==> src/rtl/exc_ctrl_pkg.sv <==
// +----------------------------------------------------------------------------+
// | exc_ctrl_pkg : shared ExcCodes, CP0 addresses, FSM encoding, exc_req bits  |
// | Rev 1.0                                                                    |
// +----------------------------------------------------------------------------+
`default_nettype none

package exc_ctrl_pkg;

   typedef enum logic [1:0] {
      S_IDLE     = 2'd0,
      S_FLUSH    = 2'd1,
      S_REDIRECT = 2'd2
   } exc_state_e;

   localparam logic [4:0] c_exc_int  = 5'd0;
   localparam logic [4:0] c_exc_adel = 5'd4;
   localparam logic [4:0] c_exc_sys  = 5'd8;
   localparam logic [4:0] c_exc_bp   = 5'd9;
   localparam logic [4:0] c_exc_ov   = 5'd12;

   // CP0 addresses are {rd[4:0], sel[2:0]}
   localparam logic [7:0] c_cp0_badvaddr = 8'h40;
   localparam logic [7:0] c_cp0_count    = 8'h48;
   localparam logic [7:0] c_cp0_compare  = 8'h58;
   localparam logic [7:0] c_cp0_status   = 8'h60;
   localparam logic [7:0] c_cp0_cause    = 8'h68;
   localparam logic [7:0] c_cp0_epc      = 8'h70;

   localparam int c_req_adel = 4;
   localparam int c_req_ov   = 3;
   localparam int c_req_sys  = 2;
   localparam int c_req_brk  = 1;
   localparam int c_req_eret = 0;

   // Only meaningful when the winner is not eret.
   function automatic logic [4:0] exc_code_sel(input logic int_pend, input logic [4:0] req);
      if (int_pend)             return c_exc_int;
      else if (req[c_req_adel]) return c_exc_adel;
      else if (req[c_req_ov])   return c_exc_ov;
      else if (req[c_req_sys])  return c_exc_sys;
      else                      return c_exc_bp;
   endfunction

endpackage

`default_nettype wire

==> src/rtl/exc_ctrl_cp0_timer.sv <==
// +----------------------------------------------------------------------------+
// | cp0_timer : CP0 Count/Compare and timer interrupt flag TI                  |
// | Built only when EXC_CTRL_TIMER_EN is defined.  Rev 1.0                     |
// +----------------------------------------------------------------------------+
`default_nettype none

`ifdef EXC_CTRL_TIMER_EN
module cp0_timer (
   input  logic        clk,
   input  logic        resetn,
   input  logic        count_we,
   input  logic        compare_we,
   input  logic [31:0] wdata,
   output logic [31:0] count,
   output logic [31:0] compare,
   output logic        ti
);

   logic [31:0] count_q, count_d, compare_q, compare_d;
   logic        ti_q, ti_d;

   always_comb begin
      count_d   = count_we ? wdata : count_q + 32'd1;
      compare_d = compare_we ? wdata : compare_q;
      ti_d      = compare_we ? 1'b0 : (ti_q | (count_q == compare_q));
   end

   always_ff @(posedge clk) begin
      if (!resetn) begin
         count_q   <= 32'd0;
         compare_q <= 32'd0;
         ti_q      <= 1'b0;
      end else begin
         count_q   <= count_d;
         compare_q <= compare_d;
         ti_q      <= ti_d;
      end
   end

   assign count   = count_q;
   assign compare = compare_q;
   assign ti      = ti_q;

endmodule
`endif

`default_nettype wire

==> src/rtl/exc_ctrl.sv <==
// +----------------------------------------------------------------------------+
// | exc_ctrl : exception/interrupt controller, CP0 regs, flush/redirect FSM    |
// | Optional Count/Compare timer with EXC_CTRL_TIMER_EN.  Rev 1.0              |
// +----------------------------------------------------------------------------+
`default_nettype none

module exc_ctrl
   import exc_ctrl_pkg::*;
#(
   parameter logic [31:0] EXC_ENTRY = 32'h0000_0000,
   parameter int          INT_LINES = 6
) (
   input  logic                 clk,
   input  logic                 resetn,
   input  logic                 WB_valid,
   input  logic [31:0]          WB_pc,
   input  logic [4:0]           exc_req,
   input  logic [31:0]          bad_vaddr,
   input  logic [INT_LINES-1:0] hw_int,
   input  logic                 mtc0,
   input  logic [7:0]           cp0_waddr,
   input  logic [31:0]          cp0_wdata,
   output logic [31:0]          cp0_rdata,
   output logic                 wb_kill,
   output logic                 cancel,
   output logic [32:0]          exc_bus,
   input  logic                 exc_ready,
   output logic                 exc_busy
);

   exc_state_e  state_q, state_d;
   logic [7:0]  im_q, im_d;
   logic        exl_q, exl_d, ie_q, ie_d;
   logic [1:0]  ip_sw_q, ip_sw_d;
   logic [5:0]  ip_hw_q;
   logic [4:0]  code_q, code_d;
   logic [31:0] epc_q, epc_d, badva_q, badva_d, target_q, target_d;

   logic [7:0]  w_ip;
   logic        w_ti, w_int_pend, w_take, w_is_eret, w_cp0_we;
   logic [31:0] w_count, w_compare;

   assign w_ip       = {ip_hw_q[5] | w_ti, ip_hw_q[4:0], ip_sw_q};
   assign w_int_pend = ie_q & ~exl_q & (|(w_ip & im_q));
   assign w_take     = (state_q == S_IDLE) & WB_valid & (w_int_pend | (|exc_req));
   assign w_is_eret  = ~w_int_pend & (exc_req[4:1] == 4'd0) & exc_req[c_req_eret];
   // syscall/brk/eret never write the regfile, so only these winners need a kill
   assign wb_kill    = w_take & (w_int_pend | exc_req[c_req_adel] | exc_req[c_req_ov]);
   assign w_cp0_we   = (state_q == S_IDLE) & WB_valid & mtc0 & ~w_take;

`ifdef EXC_CTRL_TIMER_EN
   cp0_timer u_timer (
      .clk        (clk),
      .resetn     (resetn),
      .count_we   (w_cp0_we && (cp0_waddr == c_cp0_count)),
      .compare_we (w_cp0_we && (cp0_waddr == c_cp0_compare)),
      .wdata      (cp0_wdata),
      .count      (w_count),
      .compare    (w_compare),
      .ti         (w_ti)
   );
`else
   assign w_ti      = 1'b0;
   assign w_count   = 32'd0;
   assign w_compare = 32'd0;
`endif

   always_comb begin
      state_d  = state_q;
      im_d     = im_q;
      exl_d    = exl_q;
      ie_d     = ie_q;
      ip_sw_d  = ip_sw_q;
      code_d   = code_q;
      epc_d    = epc_q;
      badva_d  = badva_q;
      target_d = target_q;

      case (state_q)
         S_IDLE:     if (w_take) state_d = S_FLUSH;
         S_FLUSH:    state_d = exc_ready ? S_IDLE : S_REDIRECT;
         S_REDIRECT: if (exc_ready) state_d = S_IDLE;
         default:    state_d = S_IDLE;
      endcase

      if (w_take) begin
         if (w_is_eret) begin
            exl_d    = 1'b0;
            target_d = epc_q;
         end else begin
            epc_d    = WB_pc;
            code_d   = exc_code_sel(w_int_pend, exc_req);
            exl_d    = 1'b1;
            target_d = EXC_ENTRY;
            if (!w_int_pend && exc_req[c_req_adel]) badva_d = bad_vaddr;
         end
      end else if (w_cp0_we) begin
         case (cp0_waddr)
            c_cp0_status: begin
               im_d  = cp0_wdata[15:8];
               exl_d = cp0_wdata[1];
               ie_d  = cp0_wdata[0];
            end
            c_cp0_cause: ip_sw_d = cp0_wdata[9:8];
            c_cp0_epc:   epc_d   = cp0_wdata;
            default: ;
         endcase
      end
   end

   always_ff @(posedge clk) begin
      if (!resetn) begin
         state_q  <= S_IDLE;
         im_q     <= 8'd0;
         exl_q    <= 1'b0;
         ie_q     <= 1'b0;
         ip_sw_q  <= 2'd0;
         ip_hw_q  <= 6'd0;
         code_q   <= 5'd0;
         target_q <= 32'd0;
      end else begin
         state_q  <= state_d;
         im_q     <= im_d;
         exl_q    <= exl_d;
         ie_q     <= ie_d;
         ip_sw_q  <= ip_sw_d;
         ip_hw_q  <= 6'(hw_int);
         code_q   <= code_d;
         target_q <= target_d;
      end
   end

   // EPC and BadVAddr carry no reset
   always_ff @(posedge clk) begin
      epc_q   <= epc_d;
      badva_q <= badva_d;
   end

   always_comb begin
      cp0_rdata = 32'd0;
      case (cp0_waddr)
         c_cp0_status:   cp0_rdata = {16'd0, im_q, 6'd0, exl_q, ie_q};
         c_cp0_cause:    cp0_rdata = {1'b0, w_ti, 14'd0, w_ip, 1'b0, code_q, 2'd0};
         c_cp0_epc:      cp0_rdata = epc_q;
         c_cp0_badvaddr: cp0_rdata = badva_q;
         c_cp0_count:    cp0_rdata = w_count;
         c_cp0_compare:  cp0_rdata = w_compare;
         default:        cp0_rdata = 32'd0;
      endcase
   end

   assign cancel   = (state_q == S_FLUSH);
   assign exc_busy = (state_q != S_IDLE);
   assign exc_bus  = (state_q != S_IDLE) ? {1'b1, target_q} : 33'd0;

endmodule

`default_nettype wire
==> config.mk <==
export PLATFORM = sky130hd
export DESIGN_NAME = exc_ctrl
export DESIGN_NICKNAME = d
export VERILOG_FILES = /design/src/rtl/exc_ctrl_pkg.sv /design/src/rtl/exc_ctrl_cp0_timer.sv /design/src/rtl/exc_ctrl.sv
export SDC_FILE = /design/constraint.sdc
export NUM_CORES = 1
export LEC_CHECK = 0
export BUFFER_PORTS_ARGS = -buffer_cell sky130_fd_sc_hd__buf_2
export CAP_MARGIN = 20
export CORE_UTILIZATION = 35
export CTS_BUF_LIST = sky130_fd_sc_hd__clkbuf_4 sky130_fd_sc_hd__clkbuf_8 sky130_fd_sc_hd__clkbuf_16
export CTS_CLUSTER_DIAMETER = 40
export DETAILED_ROUTE_END_ITERATION = 6
export GPL_TIMING_DRIVEN = 0
export PLACE_DENSITY = 0.69
export SYNTH_ARGS = -nofsm -noshare
export SYNTH_HDL_FRONTEND = slang
export SYNTH_SLANG_ARGS = --single-unit
==> constraint.sdc <==
create_clock -name clk -period 4.9 [get_ports clk]
set_clock_uncertainty 0.2 [all_clocks]
set_input_delay 0.98 -clock clk [delete_from_list [all_inputs] [get_ports clk]]
set_output_delay 0.98 -clock clk [all_outputs]
set_load 0.01 [all_outputs]
==> out/metrics.sh <==
ANT_NETS=0
POST_SYNTH_TOP_FLOP='sky130_fd_sc_hd__edfxtp_1'
LAYOUT_SETUP_WS_PS=547
SYNTH.YOSYS.WARNINGS=0
INITIAL_UTILIZATION_PCT=36.2
CLOCK.FMAX_GHz=0.230
SYNTH.FF_LATCH_COUNT=119
ROOT_BUFFER='sky130_fd_sc_hd__clkbuf_16'
SYN-MEAN-INSTANCE-AREA_UM2=13.3
MAX-SLEW-MARGIN-REL_PCT=44.1
TIMING.HOLD.WS_PS=264
FINAL_LAYOUT_SIZE_SUFFIX_GT1_SHARE_PCT=46.7
ANTENNA_VIOLATIONS_BEFORE_REPAIR=1
PLACE_HPWL_UM=10400
CLK_PIN_SLEW_PS=50
PORT_BUFFERS=186
CRIT_PATH_END_KIND='output port'
SYNTH.DISTINCT_CELLS=40
FLOORPLAN.DIE.WIDTH_UM=122
DIE_AREA_UM2=15000
GRT_PASS1_VIAS=3925
POST-LAYOUT-TOTAL-POWER_mW=2.50
CORE-AREA_UM2=14000
CTS_MADE_BUFFERS=17
PLACE_WORST_SETUP_SLACK_PS=629
CP-START-KIND='input pin'
PEAKVDDDROP_mV=0.252
CTS_MAX_LEVEL=4
DRT-INITIAL-DRC-COUNT=187
WORST_PIN_SLEW_PS=839
TIMING.FINAL.CRIT_PERIOD_PS=4350
FINALHOLDVIOLCOUNT=0
GRT_FIRST_PASS_WIRELENGTH_UM=20900
FINALCRITPERIODSHARE_PCT=88.8
LAYOUT-AREA-OVERHEAD-VS-SYNTH_PCT=34.5
CTS.HOLD.BUFFERS_ADDED=0
ROUTED-VIA-COUNT=3898
CORE.ROWCOUNT=43
FILLERS=1259
TIMING.FINAL.MAX_SLEW_VIOLATIONS=0
EDFF_COUNT_SYNTH=64
P_LEAK_nW=2.92
MAXCAPVIOLATIONS=0
YS_ASYNC_SR_FRACTION_PCT=0
SETUP_REPAIR_AFTER_GLOBAL_ROUTING_MISSED_ITS_MARGIN='false'
POWER.DENSITY_nW_PER_UM2=366
POSTSYNTHNETCOUNT=501
DRT_WL_TOTAL_UM=14100
CLK-INSERTION-DELAY-LATE_PS=420
GRT_REMAINING_OVERFLOW=0
STATUS='complete, no violations'
PIN_COUNT=188
GRT_START_MAX_NET_PINS=33
ROUTABILITYCONGESTION=0.771
TIMING.CRITICAL_PATH.REQUIRED_PS=3720
WORST-SETUP-PATH-TYPE='input pin to output port'
POST_CTS_SETUP_BUFS=0
FINAL_NET_COUNT=707
FINAL-SETUP-VIOL-COUNT=0
SYNTH_CELLS=381
SYN-CELL-AREA_UM2=5070
TIMING.HOLD.WORST.CLASS='flip-flop to flip-flop'
CTS_RESIZED=0
GR-USAGE-ALL-LAYERS_PCT=19.5
CTS-ROOT-TO-SINK-BUFFERS=2
DIE_H_UM=122
TIMING.CRITICAL_PATH.ARRIVAL_PS=3170
VIA_COUNT_NORMALIZED_BY_INSTANCE_COUNT=4.99
WORST-PATH-MAX-FANOUT=10
DRC=0
SYNTH_SEQUENTIAL_AREA_RATIO_PCT=59.7
NUMCLOCKSINKS=119
CTS_TREE='done'
DR.PASS1.ITERS=5
WL_PER_CELL_UM=18.0
cell usage after synthesis (all sizes together) (2+ instances only):
| cell | number | area share [%] |
|---|---|---|
| o21ai | 7 | 0.69 |
| a22oi | 11 | 1.6 |
| nand4 | 2 | 0.25 |
| nor2 | 14 | 1.1 |
| nor2b | 47 | 6.0 |
| clkbuf | 6 | 0.44 |
| nand4b | 2 | 0.47 |
| dfxtp | 55 | 22 |
| nand2 | 5 | 0.37 |
| nor3 | 3 | 0.30 |
| a22o | 51 | 8.8 |
| a222oi | 3 | 0.59 |
| nor4 | 3 | 0.37 |
| nor3b | 2 | 0.30 |
| and2 | 9 | 1.1 |
| buf | 20 | 3.0 |
| mux2 | 34 | 7.6 |
| a221o | 3 | 0.59 |
| mux2i | 20 | 4.0 |
| edfxtp | 64 | 38 |
| inv | 5 | 0.37 |
| nand3 | 2 | 0.20 |
report_power, final:
part	internal (mW)	total [mW]	switching (mW)
Clock	0.763	1.18	0.416
Sequential	1.11	1.13	0.0202
Combinational	0.0942	0.192	0.0980
sequential cells by signal, indices dropped and copies added (netlist names):
register	cells
badva_q	32
epc_q	32
target_q	32
im_q	8
ip_hw_q	6
code_q	3
ip_sw_q	2
state_q	2
exl_q	1
ie_q	1
critical path: stages:
cell and delay (ps):
sky130_fd_sc_hd__buf_2 200, sky130_fd_sc_hd__nor4b_1 640, sky130_fd_sc_hd__nand2_1 220, sky130_fd_sc_hd__nor3_1 350, sky130_fd_sc_hd__buf_2 320, sky130_fd_sc_hd__a22oi_1 150, sky130_fd_sc_hd__o21ai_0 130, sky130_fd_sc_hd__buf_2 170
cell families (layout without fill, tap and decap cells):
| group | Yosys count | count (layout) | share of synthesized area [%] |
|---|---|---|---|
| flops | 119 | 119 | 59.7 |
| simple gates | 95 | 95 | 11.4 |
| compound gates | 81 | 81 | 13.4 |
| mux | 54 | 54 | 11.5 |
| buf+inv | 31 | 250 | 3.83 |
| xor+xnor | 1 | 1 | 0.173 |
| other cells | 0 | 1 | 0 |
cell usage in the layout, fill, tap and decap left out, types with 2 or more instances in the layout:
master,n
sky130_fd_sc_hd__nor4_1,3
sky130_fd_sc_hd__mux2i_1,20
sky130_fd_sc_hd__clkbuf_8,2
sky130_fd_sc_hd__nand2_1,5
sky130_fd_sc_hd__nor2b_1,46
sky130_fd_sc_hd__a22o_1,51
sky130_fd_sc_hd__buf_2,197
sky130_fd_sc_hd__nand4_1,2
sky130_fd_sc_hd__o21ai_0,7
sky130_fd_sc_hd__a221o_1,3
sky130_fd_sc_hd__clkbuf_16,17
sky130_fd_sc_hd__nor3_1,3
sky130_fd_sc_hd__and2_1,8
sky130_fd_sc_hd__nor3b_1,2
sky130_fd_sc_hd__nand3_1,2
sky130_fd_sc_hd__clkbuf_1,6
sky130_fd_sc_hd__clkinv_2,4
sky130_fd_sc_hd__a22oi_1,11
sky130_fd_sc_hd__buf_6,8
sky130_fd_sc_hd__inv_1,5
sky130_fd_sc_hd__dfxtp_1,55
sky130_fd_sc_hd__clkbuf_4,8
sky130_fd_sc_hd__edfxtp_1,64
sky130_fd_sc_hd__mux2_2,34
sky130_fd_sc_hd__nor2_1,12
sky130_fd_sc_hd__a222oi_1,3
area by class of cell:
cell class                      count  area (um2)  share of cell area (%)
Inverter                            5        18.8                   0.275
Tap cell                          180         225                    3.30
Timing Repair Buffer              187         951                    13.9
Clock inverter                      5        50.0                   0.734
Sequential cell                   119        3020                    44.3
Buffer                             26         175                    2.57
Antenna cell                        1        2.50                  0.0367
Clock buffer                       27         513                    7.52
Multi-Input combinational cell    231        1860                    27.3
layer usage:
layer | global-route usage [%] | share of wire [%]
met1 | 23.5 | 43
met2 | 31.6 | 49
met3 | 5.62 | 5.8
met4 | 9.68 | 2.2
met5 | 0 | 0
worst paths after layout:
path | start | end | slack, ps | cells after the start
max reg2reg | state_q[1] | badva_q[7] | 2280 | 4
max | cp0_waddr[3] | cp0_rdata[15] | 550 | 8
min reg2reg | target_q[7] | target_q[7] | 260 | 1
min | target_q[7] | target_q[7] | 260 | 1
stage by stage:
stage | cells | utilization (%) | TNS, ps | area (um2)
3_3_place_gp | 747 | 44.5 | -26230 | 6220
5_1_grt | 781 | 48.7 | 0 | 6820
3_5_place_dp | 748 | 44.7 | 0 | 6250
2_1_floorplan | 381 | - | 0 | 5070
4_1_cts | 780 | 48.7 | 0 | 6820
6_report | 781 | 48.7 | 0 | 6820
Note: power is estimated with default switching activity, not from simulation.
